File: src/rtl/spi_pkg.sv
// Shared types and constants for the SPI mode-0 target front end.
package spi_pkg;

  typedef enum logic [1:0] {
    IDLE,
    CMD,
    DATA
  } spi_state_t;

  localparam logic RW_READ             = 1'b1;
  localparam int   ADDR_W              = 7;
  localparam int   SYNC_STAGES_DEFAULT = 2;

  // Command byte as it arrives on the wire: R/W in bit 7, address below it.
  typedef struct packed {
    logic              rw;
    logic [ADDR_W-1:0] addr;
  } cmd_t;

endpackage

File: src/rtl/sync_edge.sv
// Multi-flop synchronizer with registered rise/fall strobes; level q is aligned with the strobes.
// Pin edge to strobe latency: STAGES+1 clk cycles. No backpressure.
module sync_edge #(
  parameter int   STAGES  = 2,
  parameter logic RST_VAL = 1'b0
) (
  input  logic clk,
  input  logic reset_n,
  input  logic din,
  output logic q,
  output logic rise,
  output logic fall
);

  logic [STAGES-1:0] chain;

  always_ff @(posedge clk or negedge reset_n) begin
    if (!reset_n) begin
      chain <= {STAGES{RST_VAL}};
      q     <= RST_VAL;
      rise  <= 1'b0;
      fall  <= 1'b0;
    end else begin
      chain <= {chain[STAGES-2:0], din};
      q     <= chain[STAGES-1];
      rise  <= chain[STAGES-1] & ~q;
      fall  <= ~chain[STAGES-1] & q;
    end
  end

endmodule

File: src/rtl/spi_target.sv
// SPI mode-0 target: decodes command byte + data bytes, streams tx_d out on miso.
// Strobes 1 cycle after the synchronized 8th sclk rise; no backpressure (host owns timing).
module spi_target
  import spi_pkg::*;
#(
  parameter int SYNC_STAGES = SYNC_STAGES_DEFAULT
) (
  input  logic              clk,
  input  logic              reset_n,
  input  logic              sclk,
  input  logic              cs_n,
  input  logic              mosi,
  output logic              miso,
  output logic              miso_oe,
  output logic [ADDR_W-1:0] reg_addr,
  output logic              rw_out,
  output logic              addr_dv,
  output logic [7:0]        rx_d,
  output logic              rxdv,
  input  logic [7:0]        tx_d,
  input  logic              tx_en,
  output logic              tx_done,
  output logic              frame_abort
);

  logic       sclk_lvl_unused, sclk_rise, sclk_fall;
  logic       cs_q, cs_rise, cs_fall;
  logic       mosi_q, mosi_rise_unused, mosi_fall_unused;

  spi_state_t state;
  logic       armed;
  logic       tx_load;
  logic [2:0] bit_cnt;
  logic [7:0] shift_q;
  logic [7:0] shift_nxt;
  logic [7:0] tx_sr;
  cmd_t       cmd;

  // cs_n chain resets low so a chip select already asserted at reset release
  // never looks like a frame start; the first observed rise arms the target.
  sync_edge #(.STAGES(SYNC_STAGES), .RST_VAL(1'b0)) u_sync_cs (
    .clk(clk), .reset_n(reset_n), .din(cs_n),
    .q(cs_q), .rise(cs_rise), .fall(cs_fall)
  );

  sync_edge #(.STAGES(SYNC_STAGES), .RST_VAL(1'b0)) u_sync_sclk (
    .clk(clk), .reset_n(reset_n), .din(sclk),
    .q(sclk_lvl_unused), .rise(sclk_rise), .fall(sclk_fall)
  );

  sync_edge #(.STAGES(SYNC_STAGES), .RST_VAL(1'b0)) u_sync_mosi (
    .clk(clk), .reset_n(reset_n), .din(mosi),
    .q(mosi_q), .rise(mosi_rise_unused), .fall(mosi_fall_unused)
  );

  assign shift_nxt = {shift_q[6:0], mosi_q};
  assign cmd       = cmd_t'(shift_nxt);
  assign miso      = tx_sr[7];

  always_ff @(posedge clk or negedge reset_n) begin
    if (!reset_n) begin
      state       <= IDLE;
      armed       <= 1'b0;
      tx_load     <= 1'b0;
      bit_cnt     <= 3'd0;
      shift_q     <= 8'h00;
      tx_sr       <= 8'h00;
      reg_addr    <= '0;
      rw_out      <= 1'b0;
      addr_dv     <= 1'b0;
      rx_d        <= 8'h00;
      rxdv        <= 1'b0;
      tx_done     <= 1'b0;
      frame_abort <= 1'b0;
      miso_oe     <= 1'b0;
    end else begin
      rxdv        <= 1'b0;
      tx_done     <= 1'b0;
      frame_abort <= 1'b0;
      tx_load     <= 1'b0;
      miso_oe     <= armed & ~cs_q;

      if (cs_rise) begin
        armed       <= 1'b1;
        frame_abort <= (state != IDLE) && (bit_cnt != 3'd0);
        state       <= IDLE;
        bit_cnt     <= 3'd0;
        shift_q     <= 8'h00;
        tx_sr       <= 8'h00;
        reg_addr    <= '0;
        rw_out      <= 1'b0;
        addr_dv     <= 1'b0;
      end else begin
        case (state)
          IDLE: begin
            if (cs_fall && armed) begin
              state   <= CMD;
              bit_cnt <= 3'd0;
              shift_q <= 8'h00;
            end
          end

          CMD: begin
            if (sclk_rise) begin
              shift_q <= shift_nxt;
              bit_cnt <= bit_cnt + 3'd1;
              if (bit_cnt == 3'd7) begin
                rw_out   <= cmd.rw;
                reg_addr <= cmd.addr;
                addr_dv  <= 1'b1;
                tx_load  <= (cmd.rw == RW_READ);
                state    <= DATA;
              end
            end
          end

          DATA: begin
            // The fall that follows a byte's last rise must not shift: the
            // freshly loaded MSB has to be on miso for the next byte's first rise.
            if (tx_load)
              tx_sr <= tx_en ? tx_d : 8'h00;
            else if (sclk_fall && rw_out == RW_READ && bit_cnt != 3'd0)
              tx_sr <= {tx_sr[6:0], 1'b0};

            if (sclk_rise) begin
              shift_q <= shift_nxt;
              bit_cnt <= bit_cnt + 3'd1;
              if (bit_cnt == 3'd7) begin
                if (rw_out == RW_READ) begin
                  tx_done <= 1'b1;
                  tx_load <= 1'b1;
                end else begin
                  rx_d <= shift_nxt;
                  rxdv <= 1'b1;
                end
              end
            end
          end

          default: state <= IDLE;
        endcase
      end
    end
  end

endmodule

File: config.mk
export PLATFORM = sky130hd
export DESIGN_NAME = spi_target
export DESIGN_NICKNAME = d
export VERILOG_FILES = /design/src/rtl/spi_pkg.sv /design/src/rtl/sync_edge.sv /design/src/rtl/spi_target.sv
export SDC_FILE = /design/constraint.sdc
export NUM_CORES = 1
export LEC_CHECK = 0
export BUFFER_PORTS_ARGS = -buffer_cell sky130_fd_sc_hd__buf_2
export CAP_MARGIN = 20
export CORE_MARGIN = 5
export CORE_UTILIZATION = 55
export CTS_CLUSTER_DIAMETER = 50
export DETAILED_ROUTE_END_ITERATION = 8
export PLACE_DENSITY = 0.79
export SYNTH_ARGS = -nofsm -noshare
export SYNTH_HDL_FRONTEND = slang
export SYNTH_HIERARCHICAL = 1
export SYNTH_SLANG_ARGS = --single-unit
File: constraint.sdc
create_clock -name clk -period 2.2 [get_ports clk]
set_clock_uncertainty 0.05 [all_clocks]
set_input_delay 0.33 -clock clk [delete_from_list [all_inputs] [get_ports clk]]
set_output_delay 0.33 -clock clk [all_outputs]
set_load 0.02 [all_outputs]
# Yosys cells after proc, flatten, opt, wreduce, memory -nomap -nowiden

Cells that the tools add are included.

Output and inout bits: 22
Input port bits: 14
Logic and storage cells: 108
Register bits: 56

Bitwise logic cells: 11
Reduce and logical (&&, ||, !) cells: 19
Mux-type cells: 45
Add/subtract/negate cells: 1
Equal/unequal tests: 8

Operator list:

| operator              | count |
|---|---|
| $mux W7               | 7 |
| $mux W8               | 5 |
| $mux W1               | 22 |
| $pmux W7 S2           | 1 |
| $reduce_bool A2 Y1    | 5 |
| $mux W3               | 3 |
| $reduce_bool A3 Y1    | 3 |
| $mux W2               | 4 |
| $ne A3 B1 Y1 const B  | 2 |
| $ne A3 B2 Y1 const B  | 2 |
| $not A1 Y1            | 6 |
| $pmux W2 S3           | 1 |
| $pmux W3 S2           | 1 |
| $reduce_and A3 Y1     | 2 |
| $and A1 B1 Y1         | 5 |
| $reduce_and A5 Y1     | 1 |
| $logic_and A1 B1 Y1   | 4 |
| $reduce_and A4 Y1     | 1 |
| $add A3 B1 Y3 const B | 1 |
| $eq A3 B3 Y1 const B  | 1 |
| $eq A2 B1 Y1 const B  | 1 |
| $eq A2 B2 Y1 const B  | 1 |
| $logic_not A2 Y1      | 1 |
| $ne A2 B1 Y1 const B  | 1 |
| other kinds (3)       | 3 |

# Logic depth before layout (Yosys ltp)

Gate-level depths: netlist of run 1.

Word-level depth: 6
Depth in mapped cells: 8
Depth with buffers taken out: 6

# By module

The synthesis of run 1 kept the hierarchy.

By module, submodules not included:

| module     | area each (um^2) | seq. area each (um^2) | times used | cells an instance |
|---|---|---|---|---|
| spi_target | 1901.8           | 1076.0                | 1          | 167 |
| sync_edge  | 140.1            | 125.1                 | 3          | 7 |

# Least setup slack after synthesis of run 1

No wires, ideal clock.

Path kind: register to register
Start: register bit_cnt[1]
End: register rx_d[0]
Path buffers: 0
Arrival time: 1595 ps
Slack: 430 ps
Period minus slack after synthesis: 1770 ps
Stages on the path, launching flop included: 6
Path through: dfrtp_1 ha_1 ha_1 nand2_2 nor4b_4 mux2_2

Cells in the longest elaborated chain, start to end: 2

Ends and longest elaborated chain:

| what                               | RTL line          | text |
|---|---|---|
| start: declaration                 | spi_target.sv:33  | `logic [2:0] bit_cnt;` |
| start signal: assignment           | spi_target.sv:106 | `bit_cnt <= bit_cnt + 3'd1;` |
| start signal: assignment           | spi_target.sv:127 | `bit_cnt <= bit_cnt + 3'd1;` |
| $eq A3 B3 Y1                       | spi_target.sv:128 | `if (bit_cnt == 3'd7) begin` |
| $reduce_and A5 Y1 (no source line) | n/a               |  |
| end signal: assignment             | spi_target.sv:133 | `rx_d <= shift_nxt;` |
| end: declaration                   | spi_target.sv:18  | `output logic [7:0] rx_d,` |

No other way between the ends.
A chain may end at the register's enable or synchronous reset.

# Worst setup path in the final report of run 1

Start: register state[1]
End: register bit_cnt[0]

Cells in the longest elaborated chain, start to end: 4
Elaborated cells between the ends (all ways): 10
Those cells by class: eq/ne: 4; mux: 2; reduce/logical: 4

Ends and longest elaborated chain:

| what                                                          | RTL line         | text |
|---|---|---|
| start: declaration                                            | spi_target.sv:30 | `spi_state_t state;` |
| start signal: assignment                                      | spi_target.sv:62 | `state <= IDLE;` |
| start signal: assignment                                      | spi_target.sv:86 | `state <= IDLE;` |
| start signal: assignment                                      | spi_target.sv:97 | `state <= CMD;` |
| $eq A2 B2 Y1 or $eq A2 B1 Y1 (tied branches)                  | spi_target.sv:94 | `case (state)` |
| $reduce_or A2 Y1 (no source line)                             | n/a              |  |
| $ne A3 B1 Y1 (no source line) (tied with other cells)         | n/a              |  |
| $reduce_and A3 Y1 (no source line) or $mux W3 (tied branches) | n/a              |  |

Several ways; a longest one is shown, not always the timed one.

==> results of run 1 <==
[report_power, final]
part / internal (W) / leakage [nW] / switching (W)
Combinational: 0.000130 / 0.467 / 0.000219
Clock: 0.000226 / 0.0445 / 0.000330
Sequential: 0.00107 / 0.748 / 0.0000296
[what timing repair did]
action                    in CTS  in global routing
resized for setup              0                  0
buffers inserted               0                  0
hold endpoints to repair      25                  0
hold buffers                   1                  0
[routing by layer]
metal | track usage | part of all wire | vias up
li1 | - | - | 720
met1 | 0.234 | 0.47 | 735
met2 | 0.257 | 0.48 | 31
met3 | 0.0446 | 0.044 | 5
met4 | 0.0483 | 0.013 | 0
met5 | 0 | 0 | -
[flip-flops by register name (all words and copies together) (netlist names), 2 cells and up]
signal,cells
tx_sr,8
rx_d,8
state,2
u_sync_cs/chain,2
u_sync_sclk/chain,2
bit_cnt,3
u_sync_mosi/chain,2
shift_q,7
reg_addr,7
[stage by stage]
step / cell area (um^2) / std cells / total power, W / setup WS, ps / utilization
2_1_floorplan: 2260 / 184 / 0.00135 / 430 / -
3_3_place_gp: 2500 / 264 / 0.00145 / 333 / 0.625
3_5_place_dp: 2500 / 264 / 0.00147 / 256 / 0.625
4_1_cts: 2600 / 273 / 0.00202 / 242 / 0.650
5_1_grt: 2600 / 273 / 0.00211 / 17.1 / 0.650
6_report: 2600 / 273 / 0.00200 / 239 / 0.650
[layout by cell type (no fill, tap or decap), drive strengths merged, types with 4 or more instances in the layout]
cell type / instances
a311oi: 7
buf: 39
ha: 7
a22o: 9
a21oi: 18
mux2: 9
clkbuf: 5
nand3: 8
dfrtp: 56
inv: 5
nand2: 19
nand2b: 10
nor2: 5
nor2b: 4
[area by class of cell]
type,count,share of cell area
Timing Repair Buffer,40,0.0876
Clock inverter,3,0.00818
Multi-Input combinational cell,115,0.309
Clock buffer,5,0.0265
Inverter,4,0.00577
Sequential cell,56,0.539
Tap cell,50,0.0241
[path summary, 6_finish.rpt]
kind / cells after the start / from / endpoint / slack (ps)
max reg2reg: 6 / state[1]$_DFFE_PN0P_ / bit_cnt[0]$_DFFE_PN0P_ / 240
min: 1 / mosi / u_sync_mosi/chain[0]$_DFF_PN0_ / 60
min in group asynchronous: 2 / reset_n / shift_q[6]$_DFFE_PN0P_ / 480
min reg2reg: 0 / u_sync_cs/chain[0]$_DFF_PN0_ / u_sync_cs/chain[1]$_DFF_PN0_ / 300
max in group asynchronous: 3 / reset_n / rx_d[7]$_DFFE_PN0P_ / 1060
max: 6 / state[1]$_DFFE_PN0P_ / bit_cnt[0]$_DFFE_PN0P_ / 240
==> qor.txt, run 1 <==
Hold slack final = 56.0 ps
Syn Inst Count = 184
Slew Viols, Final = 0
Iteration count of the initial detailed-routing pass = 4
RSZ-0062 raised after global routing = no
Maximum number of pins on one net before global-route repair = 32
H-tree Lvls = 2
Max stage delay on crit path = 430 ps
Critical path's top delay family = compound AO/OA/AOI/OAI gates
Skew-Pair Late Insertion Delay = 320 ps
Total GRT Usage = 0.167
Reg area = 1400 um^2
Fmax achieved = 0.510 GHz
Die H = 74.1 um
Vias in the first global route = 1481
Leak = 1.26 nW
Mapped Area = 2260 um^2
CTS Buf Count = 5
Via density = 5.46
Dpl hpwl = 2920 um
Via count = 1491
Port-buffer cells = 35
Nature of the critical path endpoint = flip-flop
Type of the worst setup path = reg2reg
DR DRC count = 0
Status = completed
CTS tree = built
Nets@finish = 243
Hold crit path type = in2reg
Final period utilization = 0.892
Final Wtd Congestion = 0.823
Core area = 4000 um^2
Chip width = 74.1 um
CTS sink cnt = 56
First-pass GRT wire length = 7000 um
Layout area overhead = 15.2%
Reg clk slew, reported paths = 110 ps
Worst setup SP type = flip-flop
Slowest CP cell = a21boi_0
Detailed Route Iter0 Violations = 68
Worst-Margin Slew = 634 ps
CP bufs+invs = 1
Area of the multi-input gates = 803 um^2
Fin. Hold Viols = 0
CP cell instances = inv_1 > ha_1 > a21boi_0 > a21oi_1 > nor2_2 > mux2_2
ANT nets after route = 0
VDD IR max = 0.561 mV
Antenna violations before repair = 0
CTS root buffer = clkbuf_8
Io pins = 36
Filler instances = 303
Share of cells above drive strength 1 = 0.291
Initial Utilization = 0.564
Bufs on Longest Clock Path = 2
Final setup fails = 0
CP required = 2400 ps
FP Rows = 23
Die area = 5480 um^2
Slew HR = 0.575
Ant. Diodes = 0
Syn nets = 205
WL/cell = 15.1 um
Max cap viols = 0
Yosys warns = 6
CP Max Fanout = 10
Fin crit period = 1960 ps
Pwr dens = 770 nW/um^2
GR Overflow Total = 0
Syn_area_per_cell = 12.3 um^2
Crit path arrival time = 2160 ps
Routed WL = 4110 um
Setup TNS = 0 ps
(Power assumes the default switching activity.)
==> run 2, diff against run 1 <==
CORE_ASPECT_RATIO = 0.5   (was unset)
TNS_END_PERCENT = 50   (was unset)
==> qor.txt, run 2 (synthesis results as in run 1) <==
Critical path's top delay family = compound AO/OA/AOI/OAI gates
Sw power = 0.000604 W (+4.3%)
GR Util met1 = 0.245 (+0.0114)
Reg area = 1400 um^2 (unchanged)
Reg clk slew, reported paths = 100 ps (about the same)
Vias in the first global route = 1553 (+4.9%)
Setup TNS = 0 ps (unchanged)
Io pins = 36 (unchanged)
Final non-filler cell area = 2620 um^2 (+0.63%)
Detailed Route Iter0 Violations = 58 (-15%)
Antenna violations before repair = 0 (unchanged)
CP required = 2400 ps (about the same)
Met2 Use GR = 0.258 (+0.00130)
First-pass GRT wire length = 7650 um (+9.3%)
Commonest non-fill, non-tap cell in the layout = dfrtp_1
Final period utilization = 0.870 (-0.0211)
Via count = 1492 (+0.067%)
Filler instances = 324 (+6.9%)
Die H = 55.3 um (-25%)
Max stage delay on crit path = 420 ps (about the same)
RR Endpoint = bit_cnt[0]$_DFFE_PN0P_
Fmax achieved = 0.522 GHz (+2.4%)
Slew Viols, Final = 0 (unchanged)
Hold Crit Depth = 1 (unchanged)
Hold slack final = 67.6 ps (+11.6 ps)
DR DRC count = 0 (unchanged)
Top Registers = rx_d (8), tx_sr (8)
Grt peak-use layer = met2
Total GRT Usage = 0.172 (+0.00568)
Initial Utilization = 0.575 (+0.0110)
Nets@finish = 244 (+0.41%)
Sequential share of power = 0.541 (-0.007)
Core area = 3920 um^2 (-1.9%)
Internal reg-to-reg setup slack = 290 ps (+50 ps)
Dpl hpwl = 2980 um (+2.1%)
VDD IR max = 0.432 mV (-23%)
H-tree Lvls = 2 (unchanged)
Fin crit period = 1910 ps (-46.5 ps)
Ant. Diodes = 0 (unchanged)
Commonest cells after routing, fill and taps aside = dfrtp_1, buf_2, nand2_1, a21oi_1, nand2b_1
Hold crit path type = in2reg
Worst setup SP type = flip-flop
Share of cells above drive strength 1 = 0.295 (+0.00316)
Crit path arrival time = 2120 ps (-40 ps)
GR Overflow Total = 0 (unchanged)
Via density = 5.37 (-1.7%)
Worst-Margin Slew = 667 ps (+33.0 ps)
FP Rows = 16 (-30%)
Die area = 5560 um^2 (+1.4%)
Cells on worst reg2reg path = 6 (unchanged)
CP bufs+invs = 1 (unchanged)
CTS root buffer = clkbuf_8
CP Max Fanout = 10 (unchanged)
Type of the worst setup path = reg2reg
WHS Endpoint = u_sync_mosi/chain[0]$_DFF_PN0_
Port-buffer cells = 35 (unchanged)
Final Wtd Congestion = 0.779 (-5.3%)
Combinational group share of total power = 0.173 (about the same)
ANT nets after route = 0 (unchanged)
Leak = 1.27 nW (+0.49%)
Area of the multi-input gates = 803 um^2 (unchanged)
P_int = 0.00143 W (+0.55%)
RSZ-0062 raised after global routing = no
Area of placed instances = 2510 um^2 (+0.50%)
Maximum number of pins on one net before global-route repair = 57 (+78%)
CTS tree = built
Sw frac = 0.297 (+0.00768)
Slowest CP cell = dfrtp_1
Min-delay src = mosi
Final setup fails = 0 (unchanged)
R2r startpoint = state[1]$_DFFE_PN0P_
Status = completed
Bufs on Longest Clock Path = 2 (unchanged)
Iteration count of the initial detailed-routing pass = 4 (unchanged)
CP cell instances = inv_1 > ha_1 > a21boi_1 > a21oi_1 > nor2_2 > mux2_2
CTS sink cnt = 56 (unchanged)
Skew-Pair Late Insertion Delay = 310 ps (about the same)
Layout area overhead = 15.9%
GR Layer Usage met3 = 0.0477 (+0.00314)
Pwr dens = 778 nW/um^2 (+1.0%)
Chip width = 101 um (+36%)
Fin. Hold Viols = 0 (unchanged)
Routed WL = 4310 um (+4.8%)
CTS Buf Count = 5 (unchanged)
WL/cell = 15.5 um (+2.9%)
Clock network power share = 0.286 (+0.008)
Nature of the critical path endpoint = flip-flop
Max cap viols = 0 (unchanged)
Slew HR = 0.553 (-0.0221)
[run 2: per-stage QoR]
step,setup slack [ps],std cells,total power (W),utilization
after floorplan,430,184,0.00135,-
after global placement,354,269,0.00144,0.640
after detailed placement,156,269,0.00147,0.640
after CTS,139,278,0.00205,0.667
after global routing,132,278,0.00215,0.667
final,285,278,0.00203,0.667
[run 2: cell type report]
type                       instances  area share
sequential                        56       0.536
multi-input combinational        115       0.307
timing repair buffer              41      0.0899
clock buffer                       5      0.0263
tap                               54      0.0258
clock inverter                     3     0.00956
inverter                           4     0.00574
[run 2: worst max path at each step]
| stage | startpoint | end | slack [ps] | cells past startpoint |
|---|---|---|---|---|
| global route | state[1]$_DFFE_PN0P_ | bit_cnt[0]$_DFFE_PN0P_ | 130 | 6 |
| floorplan | bit_cnt[1]$_DFFE_PN0P_ | rx_d[0]$_DFFE_PN0P_ | 430 | 5 |
| detailed placement | state[1]$_DFFE_PN0P_ | bit_cnt[0]$_DFFE_PN0P_ | 160 | 6 |
| CTS | state[1]$_DFFE_PN0P_ | bit_cnt[0]$_DFFE_PN0P_ | 140 | 6 |
| finish | state[1]$_DFFE_PN0P_ | bit_cnt[0]$_DFFE_PN0P_ | 290 | 6 |
| global placement | state[1]$_DFFE_PN0P_ | bit_cnt[0]$_DFFE_PN0P_ | 350 | 6 |
[run 2: routing by layer]
layer  share of wire  wire length (um)
met1            0.48              2090
met2            0.47              2020
met3           0.039               169
met4          0.0084                36
met5               0                 0
[run 2: timing repair]
item | in CTS | in global routing
gates resized for setup | 0 | 1
hold endpoints to repair | 56 | 0
setup buffers | 0 | 0
hold buffers | 1 | 0
endpoints found under the setup margin | 0 | 4
[run 2: worst register-to-register path: stages (launching register included)]
cell	delay, ps
dfrtp_1	420
inv_1	130
ha_1	230
a21boi_1	360
a21oi_1	100
nor2_2	350
mux2_2	230
[run 2: power groups by stage]
stage | Combinational, W | Sequential (W) | Clock [W]
CTS | 0.000352 | 0.00110 | 0.000597
global route | 0.000393 | 0.00111 | 0.000646
global placement | 0.000329 | 0.00112 | 0
detailed placement | 0.000350 | 0.00112 | 0
finish | 0.000352 | 0.00110 | 0.000582
floorplan | 0.000238 | 0.00111 | 0
